===== src/rtl/plic_claim_agent.sv =====
// Per-context PLIC claim/complete initiator on the BRAM control port.
// Define PLIC_CLAIM_AGENT_INIT_EN to program the context enable mask once out of reset.
module plic_claim_agent #(
  parameter int unsigned CTX_ID          = 0,
  parameter int unsigned MAX_OUTSTANDING = 4,
  parameter logic [31:0] INIT_ENABLE     = 32'hFFFF_FFFE
) (
  input  logic        clk,
  input  logic        rstn,
  input  logic        irq,
  output logic [21:0] bram_addr,
  output logic        bram_en,
  output logic        bram_we,
  output logic [31:0] bram_wrdata,
  input  logic [31:0] bram_rddata,
  output logic        claim_valid,
  input  logic        claim_ready,
  output logic [4:0]  claim_id,
  input  logic        complete_valid,
  output logic        complete_ready,
  input  logic [4:0]  complete_id,
  output logic [3:0]  outstanding,
  output logic [15:0] spurious_cnt
);

  localparam logic [21:0] CLAIM_ADDR = 22'h200004 + 22'(CTX_ID << 12);
  localparam logic [3:0]  MAX_OUT    = 4'(MAX_OUTSTANDING);

  typedef enum logic [2:0] {
`ifdef PLIC_CLAIM_AGENT_INIT_EN
    INIT,
`endif
    IDLE, CLAIM_REQ, CLAIM_WAIT, PRESENT, COMPLETE_WR
  } state_t;

  state_t state;

`ifdef PLIC_CLAIM_AGENT_INIT_EN
  localparam logic [21:0] ENABLE_ADDR = 22'h002000 + 22'(CTX_ID << 7);
  localparam state_t      RST_STATE   = INIT;
  localparam logic        RST_READY   = 1'b0;
  logic init_issued;
  logic unused_bits;
  assign unused_bits = ^bram_rddata[31:5];
`else
  localparam state_t      RST_STATE   = IDLE;
  localparam logic        RST_READY   = 1'b1;
  logic unused_bits;
  assign unused_bits = ^{bram_rddata[31:5], INIT_ENABLE};
`endif

  // All outputs are registered: each transition sets what the next state drives.
  always_ff @(posedge clk or negedge rstn) begin
    if (!rstn) begin
      state          <= RST_STATE;
      bram_en        <= 1'b0;
      bram_we        <= 1'b0;
      bram_addr      <= '0;
      bram_wrdata    <= '0;
      claim_valid    <= 1'b0;
      claim_id       <= '0;
      complete_ready <= RST_READY;
      outstanding    <= '0;
      spurious_cnt   <= '0;
`ifdef PLIC_CLAIM_AGENT_INIT_EN
      init_issued    <= 1'b0;
`endif
    end else begin
      bram_en     <= 1'b0;
      bram_we     <= 1'b0;
      bram_addr   <= '0;
      bram_wrdata <= '0;
      case (state)
`ifdef PLIC_CLAIM_AGENT_INIT_EN
        INIT: begin
          if (!init_issued) begin
            init_issued <= 1'b1;
            bram_en     <= 1'b1;
            bram_we     <= 1'b1;
            bram_addr   <= ENABLE_ADDR;
            bram_wrdata <= INIT_ENABLE;
          end else begin
            state          <= IDLE;
            complete_ready <= 1'b1;
          end
        end
`endif
        IDLE: begin
          // Completion wins; a zero ID is swallowed without a bus write.
          if (complete_valid) begin
            if (complete_id != 5'd0) begin
              state          <= COMPLETE_WR;
              complete_ready <= 1'b0;
              bram_en        <= 1'b1;
              bram_we        <= 1'b1;
              bram_addr      <= CLAIM_ADDR;
              bram_wrdata    <= {27'b0, complete_id};
            end
          end else if (irq && (outstanding < MAX_OUT)) begin
            state          <= CLAIM_REQ;
            complete_ready <= 1'b0;
            bram_en        <= 1'b1;
            bram_addr      <= CLAIM_ADDR;
          end
        end
        CLAIM_REQ: state <= CLAIM_WAIT;
        CLAIM_WAIT: begin
          if (bram_rddata[4:0] != 5'd0) begin
            claim_id    <= bram_rddata[4:0];
            claim_valid <= 1'b1;
            state       <= PRESENT;
          end else begin
            if (spurious_cnt != 16'hFFFF) spurious_cnt <= spurious_cnt + 16'd1;
            state          <= IDLE;
            complete_ready <= 1'b1;
          end
        end
        PRESENT: begin
          if (claim_ready) begin
            claim_valid    <= 1'b0;
            outstanding    <= outstanding + 4'd1;
            state          <= IDLE;
            complete_ready <= 1'b1;
          end
        end
        COMPLETE_WR: begin
          if (outstanding != 4'd0) outstanding <= outstanding - 4'd1;
          state          <= IDLE;
          complete_ready <= 1'b1;
        end
        default: begin
          state          <= IDLE;
          complete_ready <= 1'b1;
        end
      endcase
    end
  end

endmodule

===== config.mk =====
export PLATFORM = sky130hd
export DESIGN_NAME = plic_claim_agent
export DESIGN_NICKNAME = d
export VERILOG_FILES = /design/src/rtl/plic_claim_agent.sv
export SDC_FILE = /design/constraint.sdc
export NUM_CORES = 1
export LEC_CHECK = 0
export CAP_MARGIN = 0
export CORE_MARGIN = 5
export CORE_UTILIZATION = 37
export DETAILED_ROUTE_END_ITERATION = 16
export GPL_TIMING_DRIVEN = 0
export PLACE_DENSITY_LB_ADDON = 0.08
export SLEW_MARGIN = 20
export SYNTH_ARGS = -nofsm -noshare
export SYNTH_HDL_FRONTEND = slang
export SYNTH_SLANG_ARGS = --single-unit

===== constraint.sdc =====
create_clock -name clk -period 2.2 [get_ports clk]
set_clock_uncertainty 0.1 [all_clocks]
set_input_delay 0.33 -clock clk [delete_from_list [all_inputs] [get_ports clk]]
set_output_delay 0.33 -clock clk [all_outputs]
set_load 0.05 [all_outputs]

==> impl_metrics.tcl, run 1 <==
set metrics [dict create \
    slowest_stage "clkdlybuf4s50_1" \
    vias_per_cell 3.97 \
    vias 1513 \
    synthArstFlopShare_pct 100 \
    netlist_instances 203 \
    root_buffer "clkbuf_8" \
    rsz0062_at_grt "false" \
    synth.distinct_cells 39 \
    drt_first_pass_iters 4 \
    critPathKind "register to primary output" \
    synth-xor-area-share_pct 7.78 \
    synth_compound_area_share_pct 5.68 \
    antenna_found_initial 0 \
    grt_usage_pct 11.4 \
    drt-initial-drc-count 35 \
    yosysWarningCount 0 \
    report.final.slew_viol_count 0 \
    critPathArrivalTime_ns 1.62 \
    fin_area_um2 2910 \
    fin_crit_sh_pct 93.4 \
    wl_per_cell_um 10.4 \
    critPathMaxStageDelay_ns 0.80 \
    cap_violations 0 \
    hp-class "register to register" \
    synth_edf_count 0 \
    synth_area_per_cell_um2 9.98 \
    synth_area_um2 2030 \
    grt_pass1_vias 1416 \
    place.gp.congestion 0.730 \
    critPathMaxFanout 2 \
    fin_crit_ns 2.05 \
    ant_nets 0 \
    r2r_start "spurious_cnt[0]$_DFFE_PN0P_" \
    final_cell_mix "buf_4, clkdlybuf4s50_1, conb_1, dfrtp_1, nand2_1" \
    critPathCaptureType "primary output" \
    synth_seq_cells 37 \
    synth_top_family_by_area "simple AND/OR/NAND/NOR gates" \
    r2r_slack_ns 0.27 \
    row_count 27 \
    grt_pass1_wl_um 6510 \
    startpoint "complete_ready$_DFFE_PN1P_" \
    yosys.area_share.simple_pct 19.5 \
    r2r_cells 6 \
    numClockSinks 37 \
    cp_cell_sequence "clkdlybuf4s50_1" \
    cts_resized 0 \
    finalSetupViolations 0 \
    relSlewSlack_pct 59.4 \
    drt_wl_total_um 3940 \
    diodes 0 \
    hold_viol 0 \
    clk_pin_slew_worst_paths_ns 0.07 \
    start_kind "register" \
    clock_latency_ns 0.29 \
    cts_buffer_depth 2 \
    placed_cells 372 \
    yosys.area_share.adder_pct 1.23 \
    cp_num_buf_inv 1 \
    hold_depth 2 \
    die_y_um 84.0 \
    num_io_pins 125 \
    worstSetupPathDepth 1 \
    cts_buffers 5 \
    crit_required_ns 1.77 \
    cts_max_level 2 \
    cts_tree "yes" \
    grt-ovfl-total 0 \
    fmax_mhz 487 \
    outcome "finished clean" \
    dieArea_um2 7060 \
    ys_seq_area_share_pct 45.7 \
    leakage_nw 1.45 \
    pwr_density_cell_nw_per_um2 1010 \
    dpl.hpwl_um 3150 \
    worstMarginPinSlew_ns 0.608 \
    grt_max_degree 20 \
    critical_path.top_delay_family "buffers and inverters" \
    port_buffers 50 \
    synthFlopType "dfrtp_1" \
    nets 352 \
    synthMuxAreaShare_pct 0.556 \
    dpl_cell_area_um2 2820 \
    syn_to_final_growth_pct 43.5 \
    endpoint "complete_ready" \
    initial_utilization_pct 37.5 \
    die_x_um 84.0 \
    drc 0 \
    coreArea_um2 5410 \
    drive_above_1_share_pct 23.6 \
    vdd_drop_max_mv 0.695 \
    fillers 505 \
    worstReg2RegEnd "spurious_cnt[13]$_DFFE_PN0P_" \
    final_cells 381 \
]
metrics by stage:
stage	total power, W	setup TNS [ns]	setup slack, ns	hold slack (ns)	utilization, %
global route	0.00312	0	0.0898	0.418	53.8
floorplan	0.00208	0	0.123	-0.0656	-
CTS	0.00299	0	0.114	0.388	53.8
global placement	0.00250	-7.13	-0.327	0.359	51.7
detailed placement	0.00252	0	0.117	0.211	52.1
finish	0.00295	0	0.145	0.379	53.8
metal layers:
layer	GRT usage (%)	part of all wire, %	vias to the layer above
met1	12.6	41	671
met3	5.33	8.5	6
li1	-	-	788
met2	19.4	50	48
met5	0	0	-
met4	3.95	1.0	0
repair_timing:
action	4_1_cts	5_1_grt
endpoints found under the hold margin	18	0
hold buffers	1	0
buffers inserted	0	0
synthesized netlist by cell type, types with 2 or more instances:
cell type | instances | area [um^2]
dfrtp_1 | 36 | 901
nand2_1 | 23 | 86.3
o21ai_0 | 3 | 15.0
and2_1 | 6 | 37.5
a22o_1 | 2 | 17.5
nor3_1 | 6 | 30.0
o21a_1 | 2 | 15.0
nor2_1 | 15 | 56.3
nand3_2 | 2 | 20.0
nand3_1 | 6 | 30.0
xnor2_1 | 9 | 78.8
nand4_1 | 5 | 31.3
xor2_1 | 9 | 78.8
inv_1 | 5 | 18.8
buf_4 | 49 | 368
ha_1 | 2 | 25.0
cell families (layout without fill, tap and decap cells):
| kind of cell | after synthesis | in the layout |
|---|---|---|
| flip-flops | 37 | 37 |
| buffers and inverters | 55 | 115 |
| AND/OR/NAND/NOR | 74 | 74 |
| AO/OA/AOI/OAI | 15 | 15 |
| multiplexers | 1 | 1 |
| adder cells (fa/ha/maj) | 2 | 2 |
| other | 1 | 47 |
| XOR/XNOR | 18 | 18 |
registers in the layout (all words and copies together) (netlist names):
signal / flops
spurious_cnt: 16
bram_wrdata: 5
claim_id: 5
outstanding: 4
state: 3
bram_addr: 1
bram_we: 1
claim_valid: 1
complete_ready: 1
layout make-up:
| type | instances | area [um^2] | area share [%] |
|---|---|---|---|
| flip-flops and latches | 37 | 930 | 32.0 |
| multi-input cells | 157 | 881 | 30.3 |
| repair buffers | 52 | 533 | 18.3 |
| plain buffers | 50 | 373 | 12.8 |
| well taps | 72 | 90.1 | 3.10 |
| clock buffers | 6 | 72.6 | 2.50 |
| inverters | 5 | 18.8 | 0.645 |
| clock inverters | 2 | 10.0 | 0.344 |
worst min path at each step:
stage / from / endpoint / slack (ns)
5_1_grt: claim_valid$_DFFE_PN0P_ / claim_valid$_DFFE_PN0P_ / 0.42
4_1_cts: claim_valid$_DFFE_PN0P_ / claim_valid$_DFFE_PN0P_ / 0.39
3_5_place_dp: rstn / spurious_cnt[6]$_DFFE_PN0P_ / 0.21
2_1_floorplan: rstn / bram_addr[2]$_DFF_PN0_ / -0.07
3_3_place_gp: claim_id[0]$_DFFE_PN0P_ / claim_id[0]$_DFFE_PN0P_ / 0.36
6_report: claim_id[4]$_DFFE_PN0P_ / claim_id[4]$_DFFE_PN0P_ / 0.38
power by group:
part | total [W] | internal (W) | switching, W
clock | 0.000455 | 0.000219 | 0.000236
combinational | 0.00151 | 0.000527 | 0.000982
sequential | 0.000986 | 0.000842 | 0.000144
total | 0.00295 | 0.00159 | 0.00136
(Power assumes the default switching activity.)
==> run 2: changes to the inputs <==
--- a/config.mk
+++ b/config.mk
@@ -6,11 +6,11 @@
 export NUM_CORES = 1
 export LEC_CHECK = 0
 export CAP_MARGIN = 0
-export CORE_MARGIN = 5
 export CORE_UTILIZATION = 37
 export DETAILED_ROUTE_END_ITERATION = 16
 export GPL_TIMING_DRIVEN = 0
 export PLACE_DENSITY_LB_ADDON = 0.08
+export SETUP_SLACK_MARGIN = 0.1
 export SLEW_MARGIN = 20
 export SYNTH_ARGS = -nofsm -noshare
 export SYNTH_HDL_FRONTEND = slang
==> run 2 against run 1 <==
Clock-buffer cell count up 2. Highest routed layer unchanged. Clock power up 7.9%. Die area down 18%. Utilization up 2.1 points. Power up 0.97%. Non-clock buffer count unchanged.
==> impl_metrics.tcl, run 2 (synthesized netlist as in run 1, its figures left out) <==
set metrics [dict create \
    outcome "finished clean" \
    cts_tree "yes" \
    drc 0 \
    cts_buffers 5 \
    finalSetupViolations 0 \
    initial_utilization_pct 38.9 \
    worstMarginPinSlew_ns 0.629 \
    cp_cell_sequence "clkdlybuf4s50_1" \
    grt_busiest_layer "met2" \
    cp_num_buf_inv 1 \
    power_w 0.00298 \
    r2r_start "spurious_cnt[0]$_DFFE_PN0P_" \
    syn_to_final_growth_pct 43.5 \
    coreArea_um2 5200 \
    drive_above_1_share_pct 23.3 \
    vias_per_cell 4.08 \
    r2r_slack_ns 0.27 \
    hold_viol 0 \
    final_common_cell "buf_4" \
    start_kind "register" \
    fin_util_pct 55.9 \
    drt_first_pass_iters 4 \
    critPathMaxStageDelay_ns 0.85 \
    fin_crit_sh_pct 92.4 \
    cts_buffer_depth 2 \
    grt-ovfl-total 0 \
    startpoint "outstanding[1]$_DFFE_PN0P_" \
    critPathKind "register to primary output" \
    vias 1548 \
    fin_crit_ns 2.03 \
    port_buffers 50 \
    grt_usage_pct 13.9 \
    reg_top3 "spurious_cnt (16), bram_wrdata (5), claim_id (5)" \
    dieArea_um2 5780 \
    leakage_nw 1.45 \
    critical_path.top_delay_family "buffers and inverters" \
    hp-class "input pin to async pin" \
    drt_wl_total_um 3840 \
    cts_setup_buffers 0 \
    slowest_stage "clkdlybuf4s50_1" \
    relSlewSlack_pct 58.0 \
    critPathCaptureType "primary output" \
    grt_pass1_vias 1378 \
    die_y_um 76.0 \
    nets 352 \
    critPathMaxFanout 7 \
    diodes 0 \
    place.gp.congestion 0.708 \
    report.final.slew_viol_count 0 \
    final_cell_mix "buf_4, clkdlybuf4s50_1, conb_1, dfrtp_1, nand2_1" \
    rsz0062_at_grt "false" \
    row_count 26 \
    drt-initial-drc-count 71 \
    grt.met2_usage_pct 23.4 \
    grt_max_degree 30 \
    numClockSinks 37 \
    pwr_density_cell_nw_per_um2 1020 \
    root_buffer "clkbuf_8" \
    critPathArrivalTime_ns 1.60 \
    regMostFlops "spurious_cnt" \
    clock_latency_ns 0.29 \
    crit_required_ns 1.77 \
    fmax_mhz 492 \
    num_io_pins 125 \
    antenna_found_initial 0 \
    vdd_drop_max_mv 0.734 \
    ant_nets 0 \
    die_x_um 76.0 \
    cap_violations 0 \
    dpl.hpwl_um 2920 \
    cts_max_level 2 \
    grtUsageMet3_pct 3.95 \
    clk_pin_slew_worst_paths_ns 0.07 \
    largest_reg_flops 16 \
    grt_use_met1_pct 16.7 \
    wl_per_cell_um 10.1 \
    grt_pass1_wl_um 6380 \
]
==> run 2: cell count changes in the layout (fill, tap and decap cells not counted), sizes merged <==
| cell | previous run | this run |
|---|---|---|
| clkbuf | 6 | 8 |
| clkinv | 2 | 0 |
| dlymetal6s2s | 0 | 1 |
| clkdlybuf4s50 | 49 | 48 |
==> run 2: path summary, 6_finish.rpt <==
check / end / depth (start not counted)
max: outstanding[1] / 1
min: spurious_cnt[4]$_DFFE_PN0P_ / 2
max reg2reg: spurious_cnt[13]$_DFFE_PN0P_ / 6
min reg2reg: claim_id[4]$_DFFE_PN0P_ / 2
max in group asynchronous: complete_ready$_DFFE_PN1P_ / 3
min in group clk: claim_id[4]$_DFFE_PN0P_ / 2
==> run 2: area by class of cell <==
cell class | count | area, um^2
fill | 495 | 2300
inverter | 5 | 18.8
multi-input combinational | 157 | 881
tap | 70 | 87.6
timing repair buffer | 52 | 528
clock buffer | 8 | 90.1
buffer | 50 | 373
sequential | 37 | 930
==> run 2: through the flow <==
stage	setup WS, ns	TNS, ns	cells	cell area, um^2	hold WS (ns)
final	0.168	0	379	2910	0.324
after global routing	0.118	0	379	2910	0.347
after CTS	0.114	0	379	2910	0.330
after detailed placement	0.134	0	370	2810	0.100
after global placement	-0.390	-9.23	369	2790	0.361
after floorplan	0.123	0	249	2200	-0.0656
==> run 2: what timing repair did <==
| action | in CTS | in global routing |
|---|---|---|
| gates resized for setup | 0 | 1 |
| setup endpoints to repair | 0 | 1 |
| hold buffers | 1 | 0 |
| endpoints found under the hold margin | 8 | 0 |
==> run 2: report_power, final <==
group	total (W)	switching, W	internal (W)
clock network	0.000491	0.000235	0.000256
logic	0.00150	0.000977	0.000523
registers	0.000988	0.000146	0.000842
==> run 2: metal layers <==
layer  share of wire [%]  vias up
li1                    -      788
met1                  44      701
met2                  49       52
met3                 6.4        7
met4                 1.4        0
met5                   0        -
==> patch (settings of run 2) <==
Re-encode `state_t` (5 states) as one-hot, 5 bits wide.
--- a/src/rtl/plic_claim_agent.sv
+++ b/src/rtl/plic_claim_agent.sv
@@ -28,3 +28,3 @@
 
-  typedef enum logic [2:0] {
+  typedef enum logic [4:0] {
 `ifdef PLIC_CLAIM_AGENT_INIT_EN
@@ -32,3 +32,3 @@
 `endif
-    IDLE, CLAIM_REQ, CLAIM_WAIT, PRESENT, COMPLETE_WR
+    IDLE = 5'b00001, CLAIM_REQ = 5'b00010, CLAIM_WAIT = 5'b00100, PRESENT = 5'b01000, COMPLETE_WR = 5'b10000
   } state_t;
Check against the original RTL: same outputs for any inputs over 10 cycles, from zero or initial values and one cycle with rstn low; not proved beyond that.
==> patch against run 2 <==
Wire length grew 15%. Utilization shrank 1.5 points. Power grew 1.3%. Area after synthesis grew 13%. Non-clock buffer count grew 2. Final area grew 11%. Sequential cell count grew 2. Worst setup slack lost 4.0 ps. Die area grew 12%.
==> patch: results (changes against run 2) <==
* Crit-path slowest cell: or3_4 (was clkdlybuf4s50_1)
* Resize count post-CTS at 3 (was 0)
* Clock sink count at 39 (was 37)
* Status: finished clean (unchanged)
* Placed cell count at 389 (was 370)
* Psw at 1320 uW (was 1360 uW)
* Delay-heaviest family, CP: simple AND/OR/NAND/NOR gates (was buffers and inverters)
* Gp weighted congestion at 0.717 (was 0.708)
* Worst hold path type: in2reg (was in2async)
* Clock share of power at 17.7% (was 16.5%)
* Fillers at 581 (was 495)
* Multi-Input Combinational at 167 (was 157)
* Int Power at 1690 uW (was 1620 uW)
* Yosys Warn Count at 0 (unchanged)
* Multi-input logic area at 1110 um^2 (was 881 um^2)
* WL/cell at 11.1 um (was 10.1 um)
* Post-layout minimum cycle time at 2040 ps (was 2030 ps)
* DR vias/cell at 4.44 (was 4.08)
* Distinct cells, synth at 45 (was 39)
* Peak VDD IR at 733 uV (was 734 uV)
* Avg Cell Area, Syn at 10.5 um^2 (was 9.98 um^2)
* Worst slew pin tran at 504 ps (was 629 ps)
* Vias in the first global route at 1552 (was 1378)
* DP HPWL at 3.38 mm (was 2.92 mm)
* Final non-clock buffer share at 28.7% (was 31.0%)
* Met3 GRT Util at 3.52% (was 3.95%)
* Final net count at 366 (was 352)
* Layout cells sized above 1 at 31.6% (was 23.3%)
* Top post-synthesis cells by count: buf_4, dfrtp_1, nand2_1, nor3_1 (was buf_4, dfrtp_1, nand2_1, nor2_1)
* Arrival @ worst endpoint at 2110 ps (was 1600 ps)
* Starting DRC count in detailed routing at 37 (was 71)
* Hold path start: complete_valid
* Port bufs at 49 (was 50)
* GR Util met1 at 17.9% (was 16.7%)
* First-pass GRT wire length at 7.27 mm (was 6.38 mm)
* Top cells by area, synth: dfrtp_1, buf_4, mux2_2 (was dfrtp_1, buf_4, nand2_1)
* Area after DPL at 3080 um^2 (was 2810 um^2)
* Register area share after synthesis at 42.8% (was 45.7%)
* Hold Slack at 297 ps (was 324 ps)
* Pre-CTS setup slack at -240 ps (was 134 ps)
* Setup crit end: spurious_cnt[12] (was outstanding[1])
* Reg2Reg Depth at 5 (was 6)
* Endpoint class of the critical path: flip-flop (was primary output)
* P_leak at 0.00158 uW (was 0.00145 uW)
* ClkCell Share at 3.09% (was 3.10%)
* Post-route non-filler standard cell count at 398 (was 379)
* Crit path largest cell delay at 410 ps (was 850 ps)
* Non-CTS buffers at 104 (was 102)
* Total GRT Usage at 14.8% (was 13.9%)
* Util after Layout at 54.4% (was 55.9%)
* Worst-path maximum fanout at 9 (was 7)
* Fraction of area in registers at 30.6% (was 32.0%)
* Reg2reg start: state[4] (was spurious_cnt[0])
==> patch: changes by cell type in the layout (fill, tap and decap cells not counted), sizes merged, moves of 3 or more <==
cell          run 2  this run
mux2              1         8
nand4             5         8
and3              1         6
nor2             15         9
nor4              1         9
and2              7         1
xnor2             9         6
nand2            24        13
nor3              7        10
==> patch: cells by family (layout without fill, tap and decap cells) <==
| family | Yosys count | in the layout | share of synthesized area (%) |
|---|---|---|---|
| AO/OA/AOI/OAI | 16 | 16 | 5.75 |
| XOR/XNOR | 15 | 15 | 5.75 |
| adder cells (fa/ha/maj) | 2 | 2 | 1.09 |
| buffers and inverters | 58 | 117 | 18.3 |
| flip-flops | 39 | 39 | 42.8 |
| multiplexers | 8 | 8 | 3.94 |
| other | 1 | 47 | 0.164 |
| AND/OR/NAND/NOR | 79 | 79 | 22.2 |
==> patch: metal layers <==
layer / wire length, um / up-vias
met5: 0 / -
met4: 79 / 0
met3: 202 / 6
met2: 2220 / 47
met1: 1920 / 831
li1: - / 885
